### config.mk
export PLATFORM = sky130hd
export DESIGN_NAME = uart_tx
export DESIGN_NICKNAME = d
export VERILOG_FILES = /design/src/rtl/uart_tx.sv
export SDC_FILE = /design/constraint.sdc
export NUM_CORES = 1
export LEC_CHECK = 0
export CAP_MARGIN = 30
export CELL_PAD_IN_SITES_DETAIL_PLACEMENT = 2
export CELL_PAD_IN_SITES_GLOBAL_PLACEMENT = 2
export CORE_AREA = 2 2 70 72
export CTS_CLUSTER_DIAMETER = 200
export DETAILED_ROUTE_END_ITERATION = 12
export DIE_AREA = 0 0 72 74
export GPL_TIMING_DRIVEN = 0
export PLACE_DENSITY_LB_ADDON = 0.1
export SYNTH_ARGS = -nofsm -noshare
export SYNTH_HDL_FRONTEND = slang
export SYNTH_SLANG_ARGS = --single-unit
### constraint.sdc
create_clock -name Clock -period 2.2 [get_ports Clock]
set_clock_uncertainty 0.05 [all_clocks]
set_input_delay 0.33 -clock Clock [delete_from_list [all_inputs] [get_ports Clock]]
set_output_delay 0.33 -clock Clock [all_outputs]
set_load 0.1 [all_outputs]
### src/rtl/uart_tx.sv
// 8N1 serial transmitter with a valid/ready byte interface; ready is high only while idle.
module uart_tx #(
  parameter int unsigned ClockFreq = 200_000_000,
  parameter int unsigned Baud      = 9600
) (
  input  logic       Clock,
  input  logic       Reset,
  input  logic [7:0] DataIn,
  input  logic       DataInValid,
  output logic       DataInReady,
  output logic       SOut
);

  localparam int unsigned Period = ClockFreq / Baud;
  localparam int unsigned CntW   = $clog2(Period + 1);
  localparam logic [CntW-1:0] FullCnt = CntW'(Period - 1);
  // The idle cycle that accepts the next byte supplies the final stop-bit cycle.
  localparam logic [CntW-1:0] StopCnt = CntW'(Period - 2);

  logic            r_busy, w_busy_d;
  logic [CntW-1:0] r_cnt, w_cnt_d;
  logic [3:0]      r_bit, w_bit_d;
  logic [9:0]      r_shift, w_shift_d;
  logic [CntW-1:0] w_limit;

  always_comb begin
    w_busy_d  = r_busy;
    w_cnt_d   = r_cnt;
    w_bit_d   = r_bit;
    w_shift_d = r_shift;
    w_limit   = (r_bit == 4'd9) ? StopCnt : FullCnt;
    if (!r_busy) begin
      if (DataInValid) begin
        w_busy_d  = 1'b1;
        w_cnt_d   = '0;
        w_bit_d   = '0;
        w_shift_d = {1'b1, DataIn, 1'b0};
      end
    end else if (r_cnt == w_limit) begin
      w_cnt_d = '0;
      if (r_bit == 4'd9) begin
        w_busy_d = 1'b0;
      end else begin
        w_bit_d   = r_bit + 4'd1;
        w_shift_d = {1'b1, r_shift[9:1]};
      end
    end else begin
      w_cnt_d = r_cnt + 1'b1;
    end
  end

  always_ff @(posedge Clock or posedge Reset) begin
    if (Reset) begin
      r_busy  <= 1'b0;
      r_cnt   <= '0;
      r_bit   <= '0;
      r_shift <= '1;
    end else begin
      r_busy  <= w_busy_d;
      r_cnt   <= w_cnt_d;
      r_bit   <= w_bit_d;
      r_shift <= w_shift_d;
    end
  end

  assign DataInReady = ~r_busy;
  assign SOut        = r_busy ? r_shift[0] : 1'b1;

endmodule

==> impl_results.md <==
* Synth top area cells: dfrtp_1, dfstp_2, o221a_2
* Clock transition at the registers of the reported paths at 0.07 ns
* Most common cell in the netlist: dfrtp_1
* MaxCap Viol Count at 0
* Startpoint types: flip-flop
* Synth top area share at approximately 31%
* Die area at 5330 um2
* Starting Density at 35.2%
* Layout Nets at 194
* Ant diodes at 0
* Die Width at 72 um
* Setup Viol. Count Final at 0
* CTS tree: built
* Grt met2 use at between 30% and 40%
* Final worst slack at 0.0781 ns
* Global routing met3 resource utilization at about 4.2%
* RSZ-0062 raised after global routing: yes
* Routed WL at between 4 and 5 mm
* Post-synth top flop: dfrtp_1
* Fraction of layout cells with a size suffix above 1 at 23.8%
* Synthesized area at 1620 um2
* Vias in the first global route at between 1000 and 1500
* Core Region at around 4600 um2
* Area of the multi-input gates at 831 um2
* Yosys Warn Count at 0
* Sequential-to-total area share from yosys stat at between 40 and 50%
* GRT overflow at 0
* Pre-Repair DR Iteration Count at 4
* Sinks on Clock Net at 29
* Filler cell count at 508
* Worst Hold Class: in -> async
* Util after Layout at 42.4%
* Critical path class: reg -> out
* CP required at 1.82 ns
* Library cells used by synthesis at 48
* Slew @ Worst Pin at 0.716 ns
* Mapped Cells at 160
* Commonest cells in the netlist: dfrtp_1, inv_1, nand2_1, dfstp_2
* DR vias/cell at 5.82
* Tmin final at between 2 and 2.5 ns
* Area Overhead vs Synth at 20.7%
* P_leak at 0.755 nW
* Worst-Skew Late Latency at 0.28 ns
* Htree depth at 2
* Mean Syn Cell Area at 10.1 um2
* Initial antenna violation count at 0
* Clk root buf: clkbuf_8
* 1st-iter DRT viols at 72
* Grt met1 use at 25.0%
* Status: complete, no violations
* Total CTS buffers at 5
* DR vias at 1368
* Setup bufs post-CTS at 0
* Async SR Flop Fraction at between 90% and 100%
* Final ANT Viol Nets at 0
* Port Buf Inserts at 12
* Synth area leader: dfrtp_1
* HPWL after detailed placement at around 3.5 mm
* Final Hold Viols at 0
* Std cell rows at 25
* Relative slew slack at between 50% and 60%
* Post-synth EDFFs at 0
* CP arrival at ~1.7 ns
* DRC at 0
* Crit-path max FO at 10
* P per Cell Area at 892 nW/um2
* IO Pins at 13
* GRT Total Usage at 19.3%
* Register area at 737 um2
* Die H at 74 um
* Routed wire per std cell at approximately 20 um
* Worst vdd ir at 0.000463 V
* Max Slew Vio Count at 0
* Post-Place Setup Slack at -0.429 ns
* Largest net degree at the start of global routing at 16
* Synth Net Count at approximately 170
* Period utilization at 96.4%
* Clk buf depth at 2
* Fmax at between 400 and 500 MHz
* Nature of the critical path endpoint: output port
* Routability cong. at 0.724
* Number of synthesized register bits at 29
* First-pass GRT wire length at 7.67 mm
* Gr busiest metal: met2
==> final cells by class <==
class,instances,area share (%)
buffer,8,2.18
clock buffer,6,3.72
clock inverter,2,0.513
inverter,12,2.31
multi-input combinational,111,42.6
sequential,29,37.8
tap,54,3.46
timing repair buffer,13,7.50
==> power by group <==
group | switching (mW) | internal [mW] | total [mW]
clock | 0.215 | 0.219 | 0.434
sequential | 0.173 | 0.668 | 0.841
combinational | 0.257 | 0.209 | 0.466
total | 0.645 | 1.10 | 1.74
==> worst paths after layout <==
path                               endpoint       start  cells past startpoint  slack [ns]
worst max-delay path            DataInReady      r_busy                      3        0.08
worst min-delay path               r_cnt[4]       Reset                      2        0.42
worst max register to register    r_cnt[14]    r_cnt[0]                      5        0.12
worst min register to register   r_shift[0]  r_shift[0]                      2        0.44
max in group asynchronous        r_shift[8]       Reset                      3        1.08
min in group Clock               r_shift[0]  r_shift[0]                      2        0.44
==> state kept, by name, summed over array words and instances (netlist names) <==
| signal | count |
|---|---|
| r_shift | 9 |
| r_bit | 4 |
| r_busy | 1 |
| r_cnt | 15 |
==> placed cells by master (no fill, tap or decap), types with 4 or more instances in the layout <==
cell type        count
nand4_1              5
clkbuf_8             5
a21oi_1              5
clkbuf_1             4
o211ai_1             6
nor3_1               4
nor2_1               8
inv_1               12
dfstp_2              9
clkdlybuf4s50_1     10
nand2b_1             8
o31ai_1              8
o221a_2              7
nand3_1              4
dfrtp_1             20
nand2_1             12
==> logic make-up (layout without fill, tap and decap cells) <==
group	after synthesis	in the layout	synth area share (%)
compound gates	42	42	20.5
xor+xnor	2	2	1.08
fa+ha+maj	3	3	2.32
buf+inv	20	41	5.34
flops	29	29	45.6
mux	3	3	1.86
simple gates	61	61	23.3
==> what timing repair did <==
| item | CTS | global route |
|---|---|---|
| setup endpoints to repair | 3 | 3 |
| hold buffers | 0 | 0 |
| resized for setup | 11 | 5 |
| gates cloned | 0 | 0 |
==> through the flow <==
step / TNS, ns / power, mW / instance area (um2) / hold slack, ns / instances
3_5_place_dp: -0.654 / 1.29 / 1830 / 0.420 / 227
4_1_cts: 0 / 1.75 / 1930 / 0.440 / 235
2_1_floorplan: 0 / 1.13 / 1620 / 0.351 / 160
6_report: 0 / 1.74 / 1950 / 0.418 / 235
5_1_grt: -0.00807 / 1.87 / 1950 / 0.458 / 235
3_3_place_gp: -0.554 / 1.24 / 1800 / 0.413 / 226
==> critical path, cell delays in order, from the launching register on <==
cell	delay (ns)
dfrtp_1	0.47
inv_1	0.13
clkbuf_1	0.46
buf_4	0.40
==> per-layer routing <==
layer  vias up  wire (um)
li1        641          -
met1       713       2200
met2        10       2340
met3         4        105
met4         0         38
met5         -          0
(Power assumes the default switching activity.)
